--- src/rtl/prog_rom_sync.sv ---
// Synchronous program memory with registered read and sequential loader.
// Optional PROG_ROM_PIPE_OUT_EN adds a second output register stage.
module prog_rom_sync #(
    parameter int                DATA_W   = 8,
    parameter int                ADDR_W   = 8,
    parameter int                DEPTH    = 128,
    parameter logic [DATA_W-1:0] FILL_VAL = '0
) (
    input  logic              clk,
    input  logic              reset,
    input  logic [ADDR_W-1:0] address,
    input  logic              rd_en,
    output logic [DATA_W-1:0] data_out,
    output logic              rd_valid,
    output logic              addr_err,
    input  logic              prog_start,
    input  logic              prog_wr,
    input  logic [DATA_W-1:0] prog_data,
    output logic              prog_busy,
    output logic              prog_done,
    output logic [ADDR_W-1:0] prog_count
);

    localparam int MEM_AW = (DEPTH > 1) ? $clog2(DEPTH) : 1;
    localparam logic [ADDR_W:0]   DEPTH_EXT = (ADDR_W+1)'(DEPTH);
    localparam logic [ADDR_W-1:0] LAST_IDX  = ADDR_W'(DEPTH - 1);

    localparam logic [0:0] ST_RUN  = 1'b0;
    localparam logic [0:0] ST_PROG = 1'b1;

    logic [DATA_W-1:0] r_mem [0:DEPTH-1];
    logic [0:0]        r_state;
    logic [ADDR_W-1:0] r_cnt;
    logic              r_done;
    logic [DATA_W-1:0] r_data;
    logic              r_valid;
    logic              r_err;
    logic              w_in_range;
    logic              w_rd;
    logic              w_wr;

    assign w_in_range = {1'b0, address} < DEPTH_EXT;
    assign w_rd       = (r_state == ST_RUN) && rd_en;
    assign w_wr       = (r_state == ST_PROG) && prog_wr;

    // Power-up image: default CPU test program, rest zero
    initial begin
        for (int i = 0; i < DEPTH; i++) r_mem[i] = '0;
        r_mem[0] = DATA_W'(8'h86);
        r_mem[1] = DATA_W'(8'h00);
        r_mem[2] = DATA_W'(8'h88);
        r_mem[3] = DATA_W'(8'h01);
        r_mem[4] = DATA_W'(8'h42);
        r_mem[5] = DATA_W'(8'h42);
        r_mem[6] = DATA_W'(8'h26);
        r_mem[7] = DATA_W'(8'h04);
    end

    // Loader write port; contents survive reset
    always @(posedge clk) begin
        if (reset && w_wr) begin
            r_mem[r_cnt[MEM_AW-1:0]] <= prog_data;
        end
    end

    // RUN/PROG sequencing and write pointer
    always_ff @(posedge clk) begin
        if (!reset) begin
            r_state <= ST_RUN;
            r_cnt   <= '0;
            r_done  <= 1'b0;
        end else begin
            r_done <= 1'b0;
            case (r_state)
                ST_RUN: begin
                    if (prog_start) begin
                        r_state <= ST_PROG;
                        r_cnt   <= '0;
                    end
                end
                default: begin
                    if (prog_wr) begin
                        if (r_cnt == LAST_IDX) begin
                            r_state <= ST_RUN;
                            r_cnt   <= '0;
                            r_done  <= 1'b1;
                        end else begin
                            r_cnt <= r_cnt + ADDR_W'(1);
                        end
                    end
                end
            endcase
        end
    end

    // First read stage: lookup or fill value with range flag
    always_ff @(posedge clk) begin
        if (!reset) begin
            r_data  <= '0;
            r_valid <= 1'b0;
            r_err   <= 1'b0;
        end else if (w_rd) begin
            r_valid <= 1'b1;
            if (w_in_range) begin
                r_data <= r_mem[address[MEM_AW-1:0]];
                r_err  <= 1'b0;
            end else begin
                r_data <= FILL_VAL;
                r_err  <= 1'b1;
            end
        end else begin
            r_valid <= 1'b0;
            r_err   <= 1'b0;
        end
    end

`ifdef PROG_ROM_PIPE_OUT_EN
    logic [DATA_W-1:0] r_data2;
    logic              r_valid2;
    logic              r_err2;

    // Second output stage delays data and qualifiers together
    always_ff @(posedge clk) begin
        if (!reset) begin
            r_data2  <= '0;
            r_valid2 <= 1'b0;
            r_err2   <= 1'b0;
        end else begin
            r_data2  <= r_data;
            r_valid2 <= r_valid;
            r_err2   <= r_err;
        end
    end

    assign data_out = r_data2;
    assign rd_valid = r_valid2;
    assign addr_err = r_err2;
`else
    assign data_out = r_data;
    assign rd_valid = r_valid;
    assign addr_err = r_err;
`endif

    assign prog_busy  = (r_state == ST_PROG);
    assign prog_done  = r_done;
    assign prog_count = r_cnt;

endmodule

--- config.mk ---
export PLATFORM = sky130hd
export DESIGN_NAME = prog_rom_sync
export DESIGN_NICKNAME = d
export VERILOG_FILES = /design/src/rtl/prog_rom_sync.sv
export SDC_FILE = /design/constraint.sdc
export NUM_CORES = 1
export LEC_CHECK = 0
export CAP_MARGIN = 25
export CORE_MARGIN = 3
export CORE_UTILIZATION = 40
export DETAILED_ROUTE_END_ITERATION = 6
export PLACE_DENSITY = 0.59
export SLEW_MARGIN = 20
export SYNTH_ARGS = -nofsm -noshare
export SYNTH_HDL_FRONTEND = slang
export SYNTH_SLANG_ARGS = --single-unit
--- constraint.sdc ---
create_clock -name clk -period 5.2 [get_ports clk]
set_clock_uncertainty 0.15 [all_clocks]
set_input_delay 1.04 -clock clk [delete_from_list [all_inputs] [get_ports clk]]
set_output_delay 1.04 -clock clk [all_outputs]
set_load 0.05 [all_outputs]
==> results.py, run 1 <==
metrics = {
    "detailed_routing": {
        "ant_nets": 0,
        "vias": 21044,
        "vias_per_cell": 5.66,
        "drt-initial-drc-count": 2212,
        "drc": 0,
        "post_drt_wl_per_cell_um": 27.2,
        "first_pass_iters": 5,
        "wirelength_mm": 101,
    },
    "grt": {
        "grt_max_degree": 76,
        "grt_pass1_vias": 21290,
        "grt.overflow.total": 0,
        "grt_pass1_wl_mm": 148,
        "antenna_found_initial": 4,
        "grt_usage": 0.189,
    },
    "cts": {
        "cts_buffer_depth": 3,
        "worstSkewPairLatency_ns": 0.67,
        "cts.reportedPaths.clkPinSlew_ns": 0.06,
        "cts_setup_buffers": 0,
        "cts.sinks": 1044,
        "ctsHoldBuffers": 0,
        "tritoncts": "yes",
        "cts-root-buf": "clkbuf_16",
        "post_cts_resized": 0,
        "cts_max_level": 3,
        "numCtsBuffers": 104,
    },
    "critical_path": {
        "ff2ff_setup_slack_ns": 2.17,
        "cp.arrival_ns": 4.09,
        "crit_fanout": 51,
        "reg2reg_to": "r_mem[61][5]",
        "reg2reg_depth": 4,
        "crit_path_start": "address[0]",
        "crit_end": "data_out[7]",
        "worstPathRequired_ns": 5.57,
        "crit_path_start_kind": "input pin",
        "r2r-start": "prog_busy",
        "crit_type": "in2reg",
        "end_kind": "flop",
    },
    "sta": {
        "tightest_slew_ns": 1.06,
        "min_period_ns": 3.72,
        "grt_setup_unrepaired": "false",
        "relSlewSlack": 0.293,
        "hold_viol": 0,
        "drv_slew": 0,
        "setup_violations": 0,
        "layout_setup_ws_ns": 1.48,
        "fmax_mhz": 269,
        "min_period_over_period": 0.715,
        "finalSetupTns_ns": 0,
    },
    "yosys": {
        "synth_cell_type_count": 45,
        "synthTopCellsByArea": "edfxtp_1, mux2i_1, mux4_2, a22oi_1, nor2_1",
        "yosysWarnings": 0,
        "yosysMostFrequentCell": "edfxtp_1",
        "yosysTopAreaCellShare": 0.751,
        "synth_nets": 2199,
        "syn_area_mm2": 0.0409,
        "synth_ff_type": "edfxtp_1",
        "avgSynthCellArea_um2": 18.8,
        "synth_edf_count": 1024,
        "synthArstFlopShare": 0,
        "synthTopCellsByCount": "edfxtp_1, mux2i_1, nor2_1, a22oi_1, mux4_2",
        "synthCells": 2177,
        "yosysTopAreaCell": "edfxtp_1",
        "seq_area_frac_synth": 0.761,
        "ys_ff_latch": 1044,
    },
    "place": {
        "port-buffer-count": 40,
        "pre_cts_slack_ns": 0.786,
        "post-dp-hpwl_mm": 62.4,
        "gp_congestion": 0.888,
        "dpl_cell_area_mm2": 0.0430,
    },
    "status": {
        "status": "finished clean",
    },
    "floorplan": {
        "start_util": 0.406,
        "ios": 41,
        "core.rowCount": 116,
        "die_area_mm2": 0.106,
        "die_y_um": 326,
        "fp.dieW_um": 326,
        "core_mm2": 0.101,
    },
    "flow_run": {
        "drv_cap": 0,
    },
    "finish": {
        "nFillCells": 8532,
        "area_delta_synth_final_pct": 12.9,
        "drive_gt1_frac": 0.151,
        "fin_nets": 2296,
        "design_area_mm2": 0.0462,
    },
    "power_and_ir_drop": {
        "power_density_mw_per_mm2": 370,
        "total_power_uw": 17100,
        "p_leak_uw": 0.0149,
        "ir_drop_v": 0.000263,
    },
    "hold_path": {
        "min_path_type": "reg2reg",
    },
}
[sequential cells by signal (all words and copies together) (netlist names)]
signal	cells
data_out	8
prog_count	8
rd_valid	1
addr_err	1
prog_done	1
prog_busy	1
r_mem	1024
[how the worst min path moves through the flow]
| stage | startpoint | to | slack, ns | depth (start not counted) |
|---|---|---|---|---|
| floorplan | r_mem[116][0] | data_out[0] | 0.52 | 6 |
| global placement | prog_count[7] | prog_done | 0.37 | 1 |
| detailed placement | prog_count[7] | prog_done | 0.38 | 1 |
| CTS | prog_count[7] | prog_done | 0.39 | 1 |
| global route | prog_count[7] | prog_done | 0.42 | 1 |
| finish | prog_count[7] | prog_done | 0.39 | 1 |
[where the power goes]
group,internal (µW),switching [µW],total (µW)
logic,259,545,805
registers,9240,9.52,9250
clock network,3880,3150,7030
total,13400,3710,17100
[worst max-delay path: stages]
cell	delay (ns)
clkbuf_8	0.45
and2_2	0.89
buf_4	0.38
a22oi_1	0.12
nand3_1	0.14
nand4_1	0.29
a22oi_1	0.50
nand4_1	0.18
[logic make-up after synthesis]
family	share of synthesized area
flops	0.761
mux	0.141
simple gates	0.0422
compound gates	0.0392
buf+inv	0.0159
fa+ha+maj	0.000306
[layout make-up]
| type | count | area (µm²) | area share |
|---|---|---|---|
| clock buffers | 124 | 2680 | 0.0580 |
| well taps | 1357 | 1700 | 0.0368 |
| clock inverters | 64 | 492 | 0.0106 |
| flip-flops and latches | 1044 | 31100 | 0.674 |
| multi-input cells | 1004 | 9150 | 0.198 |
| repair buffers | 116 | 1000 | 0.0217 |
| inverters | 4 | 15.0 | 0.000325 |
| diodes | 5 | 12.5 | 0.000271 |
[metal layers]
layer,global-route usage,wire (µm),vias to the layer above
li1,-,-,9067
met4,0.0568,2730,0
met5,0,0,-
met3,0.0458,8290,162
met1,0.263,42500,10931
met2,0.298,47800,884
[layout by cell type, fill, tap and decap left out, types with 9 or more instances in the layout]
cell type           n
clkdlybuf4s50_1    28
nand4_1            25
mux4_2            115
clkinv_1           31
a22oi_1           134
clkbuf_16         104
dfxtp_1            20
clkinv_2           17
a21oi_1            15
nand2_1            33
nand3_1            83
nor2_1            142
nor2b_1            37
nor3_1             11
clkbuf_1           20
mux2i_1           294
a211oi_1           22
edfxtp_1         1024
buf_4              81
o211ai_1            9
[per-stage QoR]
step / hold slack [ns] / utilization / cells
after floorplan: 0.524 / - / 2177
after global placement: 0.370 / 0.427 / 3525
after detailed placement: 0.382 / 0.427 / 3525
after CTS: 0.392 / 0.458 / 3713
after global routing: 0.423 / 0.459 / 3714
final: 0.389 / 0.459 / 3718
No activity file was read; power rests on OpenSTA's default activity.
==> run 2: changes to the inputs <==
==> constraint.sdc (replaced) <==
create_clock -name clk -period 3.5 [get_ports clk]
set_clock_uncertainty 0.15 [all_clocks]
set_input_delay 0.7 -clock clk [delete_from_list [all_inputs] [get_ports clk]]
set_output_delay 0.7 -clock clk [all_outputs]
set_load 0.05 [all_outputs]
==> run 2 against run 1 <==
Against the previous run:
- die area unchanged
- critical path depth decreased by 6
- clock power increased by 62%
- power increased by 54%
- design area increased by 4.3%
- sequential share of layout area decreased by 2.8 points
- largest power group unchanged
==> results.py, run 2 (same netlist as run 1, synthesis figures left out) <==
metrics = {
    "cts": {
        "tritoncts": "yes",
        "cts_buffer_depth": 3,
        "cts.reportedPaths.clkPinSlew_ns": 0.06,
        "ctsHoldBuffers": 0,
        "cts-root-buf": "clkbuf_16",
        "post_cts_resized": 0,
        "cts_max_level": 3,
        "worstSkewPairLatency_ns": 0.66,
        "cts.sinks": 1044,
        "cts_setup_buffers": 0,
        "numCtsBuffers": 106,
    },
    "finish": {
        "multi_input_area_mm2": 0.00914,
        "layoutNonFillerInstCount": 3914,
        "nFillCells": 8326,
        "seqCellArea_mm2": 0.0311,
        "area_delta_synth_final_pct": 17.8,
        "drive_gt1_frac": 0.220,
        "fin_nets": 2488,
        "mostFrequentLayoutCell": "edfxtp_1",
        "most-common-layout-cells": "edfxtp_1, mux2i_1, buf_4, nor2_1, a22oi_1",
        "largest_reg_flops": 1024,
    },
    "floorplan": {
        "start_util": 0.406,
        "die_y_um": 326,
        "die_area_mm2": 0.106,
        "fp.dieW_um": 326,
        "ios": 41,
        "core.rowCount": 116,
        "core_mm2": 0.101,
    },
    "place": {
        "dp_cells": 3715,
        "post-dp-hpwl_mm": 64.9,
        "gp_congestion": 0.878,
        "port-buffer-count": 40,
    },
    "power_and_ir_drop": {
        "p_leak_uw": 0.0161,
        "power_density_mw_per_mm2": 548,
        "ir_drop_v": 0.000401,
    },
    "sta": {
        "grt_setup_unrepaired": "false",
        "tightest_slew_ns": 0.873,
        "relSlewSlack": 0.418,
        "finalSetupTns_ns": 0,
        "drv_slew": 0,
        "min_period_ns": 3.04,
        "min_period_over_period": 0.867,
        "hold_viol": 0,
        "setup_violations": 0,
        "fmax_mhz": 329,
    },
    "grt": {
        "grt_max_degree": 77,
        "use_met1": 0.262,
        "grt_usage": 0.189,
        "grt_pass1_wl_mm": 148,
        "antenna_found_initial": 0,
        "met2_usage": 0.312,
        "busiest_layer": "met2",
        "gr-usage-met3": 0.0323,
        "grt_pass1_vias": 21920,
        "grt.overflow.total": 0,
    },
    "detailed_routing": {
        "ant_nets": 0,
        "post_drt_wl_per_cell_um": 25.9,
        "first_pass_iters": 5,
        "vias_per_cell": 5.55,
        "drt-initial-drc-count": 2420,
        "drc": 0,
        "wirelength_mm": 101,
        "vias": 21727,
    },
    "critical_path": {
        "worstPathCellList": "buf_4 > clkdlybuf4s50_1",
        "cp.arrival_ns": 2.19,
        "crit_type": "reg2out",
        "ff2ff_setup_slack_ns": 0.89,
        "critPathTopFamily": "buffers and inverters",
        "crit_fanout": 8,
        "cp.buffers_inverters": 2,
        "slowest_delay_ns": 0.82,
        "end_kind": "primary output",
        "crit_path_start_kind": "flop",
        "worstPathRequired_ns": 2.65,
        "critPathSlowestCell": "clkdlybuf4s50_1",
    },
    "flow_run": {
        "drv_cap": 0,
    },
    "hold_path": {
        "min_path_type": "in2reg",
    },
    "status": {
        "status": "finished clean",
    },
}
run 2: cell type report:
cell class              count  area share
flip-flops and latches   1044       0.646
multi-input cells        1004       0.190
clock buffers             133      0.0584
repair buffers            306      0.0551
well taps                1357      0.0352
clock inverters            64      0.0149
inverters                   4    0.000312
diodes                      2    0.000104
run 2: path summary, 6_finish.rpt:
path / startpoint / to / cells after the start
max: prog_count[4] / prog_count[4] / 2
min: prog_data[3] / r_mem[37][3] / 1
max reg2reg: prog_busy / r_mem[38][4] / 7
min reg2reg: prog_count[7] / prog_done / 1
run 2: stage by stage:
stage	power (µW)	util	hold slack (ns)	instance area (µm²)	setup slack (ns)
2_1_floorplan	14700	-	0.524	40900	0.722
3_3_place_gp	15300	0.443	0.402	44700	0.193
3_5_place_dp	15300	0.443	0.409	44700	0.0876
4_1_cts	26600	0.478	0.264	48200	0.437
5_1_grt	27200	0.478	0.273	48200	0.419
6_report	26400	0.478	0.287	48200	0.465
run 2: layer usage:
layer | vias up | share of wire
met1 | 11343 | 0.42
met5 | - | 0
met2 | 799 | 0.49
met4 | 0 | 0.021
met3 | 146 | 0.067
li1 | 9439 | -
run 2: power breakdown:
group	switching [µW]	internal [µW]
registers	13.6	13700
logic	831	460
clock network	4630	6730
==> RTL edit (flow settings as in run 2) <==
Add an input register stage for `address`, `rd_en`, `prog_start`, `prog_wr` and `prog_data`; this delays them by one clock.
--- a/src/rtl/prog_rom_sync.sv
+++ b/src/rtl/prog_rom_sync.sv
@@ -29,4 +29,18 @@
     localparam logic [0:0] ST_PROG = 1'b1;
 
+    logic [ADDR_W-1:0] address_q;
+    logic rd_en_q;
+    logic prog_start_q;
+    logic prog_wr_q;
+    logic [DATA_W-1:0] prog_data_q;
+
+    always_ff @(posedge clk) begin
+        address_q    <= address;
+        rd_en_q      <= rd_en;
+        prog_start_q <= prog_start;
+        prog_wr_q    <= prog_wr;
+        prog_data_q  <= prog_data;
+    end
+
     logic [DATA_W-1:0] r_mem [0:DEPTH-1];
     logic [0:0]        r_state;
@@ -40,7 +54,7 @@
     logic              w_wr;
 
-    assign w_in_range = {1'b0, address} < DEPTH_EXT;
-    assign w_rd       = (r_state == ST_RUN) && rd_en;
-    assign w_wr       = (r_state == ST_PROG) && prog_wr;
+    assign w_in_range = {1'b0, address_q} < DEPTH_EXT;
+    assign w_rd       = (r_state == ST_RUN) && rd_en_q;
+    assign w_wr       = (r_state == ST_PROG) && prog_wr_q;
 
     // Power-up image: default CPU test program, rest zero
@@ -60,5 +74,5 @@
     always @(posedge clk) begin
         if (reset && w_wr) begin
-            r_mem[r_cnt[MEM_AW-1:0]] <= prog_data;
+            r_mem[r_cnt[MEM_AW-1:0]] <= prog_data_q;
         end
     end
@@ -74,5 +88,5 @@
             case (r_state)
                 ST_RUN: begin
-                    if (prog_start) begin
+                    if (prog_start_q) begin
                         r_state <= ST_PROG;
                         r_cnt   <= '0;
@@ -80,5 +94,5 @@
                 end
                 default: begin
-                    if (prog_wr) begin
+                    if (prog_wr_q) begin
                         if (r_cnt == LAST_IDX) begin
                             r_state <= ST_RUN;
@@ -103,5 +117,5 @@
             r_valid <= 1'b1;
             if (w_in_range) begin
-                r_data <= r_mem[address[MEM_AW-1:0]];
+                r_data <= r_mem[address_q[MEM_AW-1:0]];
                 r_err  <= 1'b0;
             end else begin
Behaviour: not the same (Yosys sat finds a counterexample within 4 cycles, from zero or initial values and one cycle with reset low).
==> RTL edit against run 2 <==
Fmax down 1.6%; synthesized cell count down 7.3%; total power up 0.76%; cell count down 4.8%; largest power group unchanged; worst setup slack worse by 0.048 ns; area after synthesis down 0.34%; die area down 0.33%; sequential cell count up 19; design area down 0.80%; core utilization down 0.31 points; wire length down 2.6%; critical endpoint is now prog_count[5].
==> RTL edit: results (changes against run 2) <==
Outcome
  • Status: completed

Global route
  • Largest net degree at the start of global routing: 125 (+62%)
  • First-pass GRT wire length: 145000 microns (-2.1%)
  • GRT met1 Usage: 0.270 (+0.00833)
  • Met3 Resource Use GR: 0.0464 (+0.0141)
  • Total GRT Usage: 0.186 (-0.00244)

Detailed routing
  • First-pass DRT Iterations: 6 (+1)
  • Vias per cell: 5.54 (-0.26%)
  • Drt initial violations: 2372 (-2.0%)
  • Routed len/inst: 26.4 microns (+2.2%)

Setup path
  • Reg2Reg Setup Slack: 0.55 ns (-0.34 ns)
  • Worst path arrival time: 2.23 ns (+0.04 ns)
  • Crit Path Max Fanout: 7 (-1)

Cells and area
  • Nets: 2302 (-7.5%)
  • Filler Cell Count: 8265 (-0.73%)

STA
  • Max-slew headroom: 0.377 (-0.0416)

Placed design
  • Detailed placement HPWL: 62500 microns (-3.7%)
  • Number of cells after detailed placement: 3529 (-5.0%)

Logic synthesis
  • Synth cell count leaders: edfxtp_1 (1024), mux4_2 (204), nor2_1 (152)
  • Avg Cell Area, Syn: 20.2 sq um (+7.5%)
  • Synthesized Nets: 2040 (-7.2%)

Pwr
  • P_sw: 5480 uW (+0.16%)
  • Worst VDD drop: 0.590 mV (+47%)
  • Power Density: 556 mW/mm^2 (+1.6%)
  • Clock Power Share: 0.431 (about the same)

Hold path
  • Hold Startpoint: address[1]
[RTL edit: cell type report]
cell class | instances | area [sq um] | share of cell area
Tap cell | 1357 | 1700 | 0.0355
Multi-Input combinational cell | 840 | 8650 | 0.181
Sequential cell | 1063 | 31600 | 0.660
Clock buffer | 134 | 2890 | 0.0605
Timing Repair Buffer | 259 | 2290 | 0.0480
Clock inverter | 64 | 669 | 0.0140
Antenna cell | 1 | 2.50 | 0.0000523
Inverter | 10 | 37.5 | 0.000785
[RTL edit: how the worst max path moves through the flow]
| stage | slack [ns] | cells after the start | to | from |
|---|---|---|---|---|
| floorplan | 0.77 | 7 | r_mem[54][0] | prog_busy |
| CTS | 0.36 | 1 | prog_count[4] | prog_count[4] |
| detailed placement | 0.28 | 7 | data_out[5] | reset |
| global route | 0.34 | 1 | prog_count[4] | prog_count[4] |
| global placement | 0.41 | 7 | data_out[2] | reset |
| finish | 0.42 | 1 | prog_count[5] | prog_count[5] |
[RTL edit: metal layers]
metal | up-vias | wire length, microns | share of wire
li1 | 8869 | - | -
met1 | 10800 | 42000 | 0.43
met2 | 855 | 45600 | 0.46
met3 | 116 | 9050 | 0.092
met4 | 2 | 1810 | 0.018
met5 | - | 11 | 0.00011
[RTL edit: cell families (layout without fill, tap and decap cells)]
| group | Yosys count | after routing | share of synthesized area |
|---|---|---|---|
| AOI/OAI and AO/OA | 188 | 188 | 0.0337 |
| xor gates and xnor gates | 1 | 1 | 0.000215 |
| adders and majority gates | 1 | 1 | 0.000307 |
| buffers and inverters | 115 | 467 | 0.0151 |
| DFF | 1063 | 1063 | 0.773 |
| muxes | 318 | 318 | 0.141 |
| other | 0 | 1 | 0 |
| and+or+nand+nor | 332 | 332 | 0.0370 |
